File: config.mk
export PLATFORM = sky130hd
export DESIGN_NAME = user_id_check
export DESIGN_NICKNAME = d
export VERILOG_FILES = /design/src/rtl/user_pkg.sv /design/src/rtl/user_id_rom.sv /design/src/rtl/user_id_check.sv
export SDC_FILE = /design/constraint.sdc
export NUM_CORES = 1
export LEC_CHECK = 0
export ABC_CLOCK_PERIOD_IN_PS = 6900
export CAP_MARGIN = 30
export CELL_PAD_IN_SITES_DETAIL_PLACEMENT = 1
export CELL_PAD_IN_SITES_GLOBAL_PLACEMENT = 1
export CORE_MARGIN = 4
export CORE_UTILIZATION = 35
export CTS_CLUSTER_DIAMETER = 60
export CTS_CLUSTER_SIZE = 14
export DETAILED_ROUTE_END_ITERATION = 8
export GPL_ROUTABILITY_DRIVEN = 0
export HOLD_SLACK_MARGIN = 0.08
export MAX_ROUTING_LAYER = met4
export PLACE_DENSITY_LB_ADDON = 0.05
export SETUP_SLACK_MARGIN = 0.02
export SLEW_MARGIN = 0
export SYNTH_ARGS = -nofsm -noshare
export SYNTH_HDL_FRONTEND = slang
export SYNTH_SLANG_ARGS = --single-unit
File: constraint.sdc
create_clock -name clk -period 6.9 [get_ports clk]
set_clock_uncertainty 0.15 [all_clocks]
set_input_delay 1.38 -clock clk [delete_from_list [all_inputs] [get_ports clk]]
set_output_delay 1.38 -clock clk [all_outputs]
set_load 0.01 [all_outputs]
File: src/rtl/user_pkg.sv
// Shared types and constants for the user ID check block.
// Holds the ID width, the empty-slot marker and the FSM encoding.
package user_pkg;

    localparam int ID_W = 16;

    localparam logic [ID_W-1:0] EMPTY_ID = 16'h0000;

    typedef enum logic [2:0] {
        IDLE   = 3'd0,
        SEARCH = 3'd1,
        GRANT  = 3'd2,
        DENY   = 3'd3,
        LOCK   = 3'd4
    } state_t;

    // Index width for a table of n slots; never narrower than one bit.
    function automatic int idx_width(input int n);
        return (n > 1) ? $clog2(n) : 1;
    endfunction

    // Width that can hold the values 0..max_fail inclusive.
    function automatic int fc_width(input int max_fail);
        return (max_fail > 0) ? $clog2(max_fail + 1) : 1;
    endfunction

endpackage

File: src/rtl/user_id_rom.sv
// Combinational slot selector over the packed table of registered IDs.
// Slot 0 sits in the most significant 16 bits of the table.
module user_id_rom
    import user_pkg::*;
#(
    parameter int                     NUM_IDS  = 4,
    parameter logic [NUM_IDS*ID_W-1:0] ID_TABLE = 64'h1234_ABCD_0000_0042,
    localparam int                    IDX_W    = idx_width(NUM_IDS)
) (
    input  logic [IDX_W-1:0] idx,
    output logic [ID_W-1:0]  slot,
    output logic             slot_used
);

    // Pick the addressed slot; indices beyond the table read as empty.
    always_comb begin
        slot = EMPTY_ID;
        for (int k = 0; k < NUM_IDS; k++) begin
            if (idx == IDX_W'(k)) begin
                slot = ID_TABLE[ID_W*(NUM_IDS-k)-1 -: ID_W];
            end
        end
    end

    // An all-zero slot is unpopulated and must never produce a match.
    assign slot_used = (slot != EMPTY_ID);

endmodule

File: src/rtl/user_id_check.sv
// Searches the registered-ID table for the entered ID, one slot per cycle,
// and issues grant/deny with a consecutive-denial lockout.
module user_id_check
    import user_pkg::*;
#(
    parameter int                     NUM_IDS  = 4,
    parameter logic [NUM_IDS*ID_W-1:0] ID_TABLE = 64'h1234_ABCD_0000_0042,
    parameter int                     MAX_FAIL = 3,
    localparam int                    IDX_W    = idx_width(NUM_IDS),
    localparam int                    FC_W     = fc_width(MAX_FAIL)
) (
    input  logic             clk,
    input  logic             rst,
    input  logic             id_valid,
    input  logic [ID_W-1:0]  id_in,
    input  logic             retry,
    input  logic             unlock,
    output logic             busy,
    output logic             auth_grant,
    output logic             auth_deny,
    output logic             locked,
    output logic [IDX_W-1:0] match_index,
    output logic [FC_W-1:0]  fail_count
);

    localparam logic [IDX_W-1:0] LAST_IDX = IDX_W'(NUM_IDS - 1);
    localparam logic [FC_W-1:0]  FC_MAX   = FC_W'(MAX_FAIL);

    state_t           state;
    state_t           state_d;
    logic             id_valid_q;
    logic [ID_W-1:0]  id_reg;
    logic [ID_W-1:0]  id_reg_d;
    logic [IDX_W-1:0] idx;
    logic [IDX_W-1:0] idx_d;
    logic [IDX_W-1:0] match_index_d;
    logic [FC_W-1:0]  fail_count_d;
    logic [FC_W-1:0]  fc_inc;
    logic [ID_W-1:0]  slot;
    logic             slot_used;
    logic             start;
    logic             hit;

    user_id_rom #(
        .NUM_IDS  (NUM_IDS),
        .ID_TABLE (ID_TABLE)
    ) u_rom (
        .idx       (idx),
        .slot      (slot),
        .slot_used (slot_used)
    );

    // Only a rising edge of the level-valid flag starts a search.
    assign start = id_valid & ~id_valid_q;

    assign hit = slot_used && (slot == id_reg);

    // Denial count saturates so repeated denials cannot wrap it.
    assign fc_inc = (fail_count == FC_MAX) ? fail_count
                                           : fail_count + FC_W'(1);

    // Next-state and next-register values for the search FSM.
    always_comb begin
        state_d       = state;
        id_reg_d      = id_reg;
        idx_d         = idx;
        match_index_d = match_index;
        fail_count_d  = fail_count;
        unique case (state)
            IDLE: begin
                if (start) begin
                    id_reg_d = id_in;
                    idx_d    = '0;
                    state_d  = SEARCH;
                end
            end
            SEARCH: begin
                if (hit) begin
                    match_index_d = idx;
                    fail_count_d  = '0;
                    state_d       = GRANT;
                end else if (idx == LAST_IDX) begin
                    fail_count_d = fc_inc;
                    state_d      = (fc_inc == FC_MAX) ? LOCK : DENY;
                end else begin
                    idx_d = idx + IDX_W'(1);
                end
            end
            GRANT: begin
                if (retry) begin
                    state_d = IDLE;
                end
            end
            DENY: begin
                // Supervisor release wins and also clears the history.
                if (unlock) begin
                    fail_count_d = '0;
                    state_d      = IDLE;
                end else if (retry) begin
                    state_d = IDLE;
                end
            end
            LOCK: begin
                if (unlock) begin
                    fail_count_d = '0;
                    state_d      = IDLE;
                end
            end
            default: begin
                state_d = IDLE;
            end
        endcase
    end

    // State and datapath registers, cleared asynchronously.
    always_ff @(posedge clk or negedge rst) begin
        if (!rst) begin
            state       <= IDLE;
            id_valid_q  <= 1'b0;
            id_reg      <= '0;
            idx         <= '0;
            match_index <= '0;
            fail_count  <= '0;
        end else begin
            state       <= state_d;
            id_valid_q  <= id_valid;
            id_reg      <= id_reg_d;
            idx         <= idx_d;
            match_index <= match_index_d;
            fail_count  <= fail_count_d;
        end
    end

    // Status flags are pure decodes of the state register.
    always_comb begin
        busy       = (state == SEARCH);
        auth_grant = (state == GRANT);
        auth_deny  = (state == DENY) || (state == LOCK);
        locked     = (state == LOCK);
    end

endmodule
Yosys cells after proc, flatten, opt, wreduce, memory -nomap -nowiden
Index checks and enable logic that the tools add are counted.
{"block": "word_totals", "ff_bits": 26, "wordCells": 60, "out_inout_bits": 8, "in_bits": 21}
{"block": "classes", "bitwise_logic": 2, "muxes": 21, "n_addsub": 2, "n_reduce_logical": 13, "n_eq_ne": 16}
{"cell": "two-way mux 16 bit", "count": 3}
{"cell": "two-way mux 3 bit", "count": 7}
{"cell": "== test 16 bit", "count": 1}
{"cell": "nonzero test 16 bit", "count": 1}
{"cell": "one-hot mux 3 bit (5 select lines)", "count": 1}
{"cell": "two-way mux 2 bit", "count": 7}
{"cell": "two-way mux 13 bit", "count": 1}
{"cell": "== test 2 bit (second input constant)", "count": 4}
{"cell": "!= test 2 bit (second input constant)", "count": 4}
{"cell": "one-hot mux 2 bit (2 select lines)", "count": 2}
{"cell": "== test 3 x 2 -> 1 bit (second input constant)", "count": 2}
{"cell": "AND reduction 3 bit", "count": 2}
{"cell": "adder 2 x 1 -> 2 bit (second input constant)", "count": 2}
{"cell": "AND reduction 2 bit", "count": 2}
{"cell": "AND reduction 4 bit", "count": 1}
{"cell": "nonzero test 2 bit", "count": 2}
{"cell": "== test 3 x 1 -> 1 bit (second input constant)", "count": 1}
{"cell": "== test 3 bit (second input constant)", "count": 1}
{"cell": "logical NOT 3 bit", "count": 1}
{"cell": "!= test 3 x 1 -> 1 bit (second input constant)", "count": 1}
{"cell": "== test 2 x 1 -> 1 bit (second input constant)", "count": 1}
{"cell": "logical NOT 2 bit", "count": 1}
{"cell": "!= test 2 x 1 -> 1 bit (second input constant)", "count": 1}
{"cell": "OR reduction 2 bit", "count": 1}
{"cell": "other kinds (4)", "count": 4}

Depth between registers and ports, before layout
{"block": "logic_depth", "word_depth": 9, "ltp_mapped": 7, "depth_no_buf": 7}

Hierarchy
Synthesis repeated with hierarchy kept, for this count alone.
{"block": "hier_totals", "hier_cells": 134, "hier_area_um2": 1503.9}
{"mod": "user_id_check", "area_each_um2": 1387.6, "n_inst": 1, "cells_per_inst": 116, "seq_area_each_um2": 650.6}
{"mod": "user_id_rom", "area_each_um2": 116.4, "n_inst": 1, "cells_per_inst": 18, "seq_area_each_um2": 0.0}

Least setup slack after synthesis
OpenSTA, ideal clock, no wires.
{"block": "synth_timing", "kind": "input -> register", "startpoint": "in id_valid", "endpoint": "reg id_reg[0]", "required_time_ns": 6.625, "path_slack_ns": 4.039, "path_buffers": 1, "arrival_time_ns": 2.587, "cell_stages": 4, "setup_ns": 0.125, "cell_sequence": "nand2b_1 > nor4_2 > buf_2 > mux2_2"}
{"block": "synth_via", "elab_chain_len": 2}
{"item": "start: declaration", "line": "user_id_check.sv:14", "rtl": "input logic id_valid,"}
{"item": "AND 1 bit", "line": "user_id_check.sv:54", "rtl": "assign start = id_valid & ~id_valid_q;"}
{"item": "AND reduction 2 bit (no source line)"}
{"item": "end signal: assignment", "line": "user_id_check.sv:127", "rtl": "id_reg <= id_reg_d;"}
{"item": "end: declaration", "line": "user_id_check.sv:32", "rtl": "logic [ID_W-1:0] id_reg;"}
No other way between the ends.
A chain may end at the register's enable or synchronous reset.

Worst setup path after layout
{"block": "layout_timing", "startpoint": "reg state[0]", "endpoint": "out busy"}
{"block": "layout_via", "elab_chain_len": 1}
{"item": "start: declaration", "line": "user_id_check.sv:29", "rtl": "state_t state;"}
{"item": "start signal: assignment", "line": "user_id_check.sv:125", "rtl": "state <= state_d;"}
{"item": "== test 3 x 1 -> 1 bit", "line": "user_id_check.sv:136", "rtl": "busy = (state == SEARCH);"}
{"item": "end: declaration", "line": "user_id_check.sv:18", "rtl": "output logic busy,"}
No other way between the ends.

==> results.txt <==
Sequential fraction of the synthesis area - 47.1%
Leak pwr - 0.749 nW
P per Cell Area - 388 nW/um2
Fin nets - 179
Input/output buffers - 28
Synthesized Nets - 148
Postcts setup bufs - 0
Register share of total power - 40.2%
Synth top area share - 47.1%
CTS root buf - clkbuf_8
Synthesized cell area - 1380 um2
DRC viols - 0
Area leader, netlist - dfrtp_1
Initial antenna violation count - 0
Clock-pin slew on the worst setup and hold paths - 90 ps
Hpwl dp - 2340 um
Core area - 3740 um2
Syn. warnings - 0
Max reg flops - 16
Least-Margin Pin Slew - 542 ps
#FFs+latches synth - 26
DR vias - 1051
Total GRT Usage - 13.6%
Hold Fails Final Rpt - 0
Worst setup SP type - register
Number of synthesized flops with an enable pin - 0
Drt wl/cell - 15.4 um
Layout cells sized above 1 - 21.2%
Worst rel slew slack - 63.6%
Fmax - 270 MHz
Vias in the first global route - 1119
Grt total ovfl - 0
Setup TNS - 0 ps
Num CTS Buffers - 3
IO Pins - 29
P_int - 0.442 mW
WP buf/inv - 2
Most common cell in the netlist - dfrtp_1
Cell Rows - 22
Post-cts gate resize count - 0
DR vias/cell - 5.28
Longest Clk Path Bufs - 2
First-pass GRT wire length - 5270 um
Placed cell area - 1730 um2
RSZ-0062 raised after global routing - false
Combinational share of power - 41.3%
CP Cell Sequence - or3b_2, inv_1, clkdlybuf4s50_1
Drt first pass iters - 4
Hold WC Path Type - reg -> reg
Post-synth top cells - dfrtp_1, mux2_2, nand2_1, nor2_1, inv_1
Slowest cell on crit path - or3b_2
Net Sw Frac - 36.6%
Initial Util - 36.9%
Max-Cap Viols - 0
Net Sw Power - 0.256 mW
Largest net degree at the start of global routing - 27
# placed instances - 195
Routed Wire Length - 3070 um
Post-synthesis cell count - 121
Top FF cell, synth - dfrtp_1
Htree depth - 1
Overall power - 0.698 mW
Status - finished, final reports clean
Final setup violation count - 0
Die Wd - 70.9 um
Worst-Skew Late Latency - 280 ps
Largest stage delay, worst path - 610 ps
Worst path top cell family by delay - buffers and inverters
Final cell count without fillers - 199
Syn Area/Cell - 11.4 um2
CTS tree - built
Area growth, synth to finish - 30.1%
Final slew viol count - 0
Data arrival, critical path - 2180 ps
Die height - 70.9 um
Asr flop ratio synth - 100%
Die area - 5020 um2
CTS Sinks - 26
Fin area - 1800 um2
1st-iter DRT viols - 43
Crit Path Category - reg -> out
Clock power share - 18.4%
Min cycle time layout - 3710 ps
Worst VDD drop - 125 uV
Antenna cell count - 0
Crit Path Max Fanout - 9
Cts hold-fix bufs - 0
Yosys cell types - 37
Worst path required time - 5370 ps
Period utilisation layout - 53.8%
Antenna Violating Nets Remaining - 0
Area contributors post-synth - dfrtp_1, mux2_2, ha_1
Crit end category - output port
[worst paths after layout]
check | start | to | slack (ps) | cells past startpoint
min | match_index[1] | match_index[1] | 370 | 1
min in group asynchronous | rst | id_valid_q | 1320 | 2
max in group asynchronous | rst | id_reg[13] | 5020 | 2
min reg2reg | match_index[1] | match_index[1] | 370 | 1
max reg2reg | idx[1] | match_index[0] | 4210 | 7
max | state[0] | busy | 3190 | 3
[placed cells by master (no fill, tap or decap), drive strengths merged, types with 3 or more instances in the layout]
master         count
mux2              18
nand2             10
o21ai              3
clkbuf             3
nand4              4
clkdlybuf4s50     28
nor4               3
nor2               8
o2111ai            4
dfrtp             26
inv                7
ha                 6
[per-layer routing]
metal	track usage [%]	wire, um	vias up
met5	-	0	-
met4	5.64	58	0
met3	2.70	110	5
met2	21.4	1470	22
met1	17.1	1430	522
li1	-	-	502
[stage by stage]
stage	utilization [%]	hold WS (ps)	worst slack, ps
6_report	48.1	375	3190
4_1_cts	48.1	385	3160
2_1_floorplan	-	332	4040
5_1_grt	48.1	400	3090
3_5_place_dp	46.2	357	3490
3_3_place_gp	45.9	346	3420
[cell families (layout without fill, tap and decap cells)]
logic type               after synthesis  count (layout)  synth area share (%)
AND/OR/NAND/NOR                       36              36                  14.9
flip-flops                            26              26                  47.1
AO/OA/AOI/OAI                         20              20                  11.8
multiplexers                          19              19                  15.4
buffers and inverters                 11              41                  3.53
adder cells (fa/ha/maj)                6               6                  5.43
XOR/XNOR                               3               3                  1.90
[power groups by stage]
| stage | logic (mW) | clock network, mW | registers (mW) |
|---|---|---|---|
| 2_1_floorplan | 0.219 | 0 | 0.260 |
| 3_3_place_gp | 0.280 | 0 | 0.280 |
| 3_5_place_dp | 0.292 | 0 | 0.285 |
| 4_1_cts | 0.293 | 0.134 | 0.283 |
| 5_1_grt | 0.324 | 0.139 | 0.292 |
| 6_report | 0.289 | 0.129 | 0.281 |
[area by class of cell]
cell class	instances	area, um2
clock buffer	3	41.3
clock inverter	1	30.0
fill	419	1940
inverter	7	26.3
multi-input combinational	84	692
sequential	26	651
tap	48	60.1
timing repair buffer	30	299
Power figures use the tool's default switching activity.
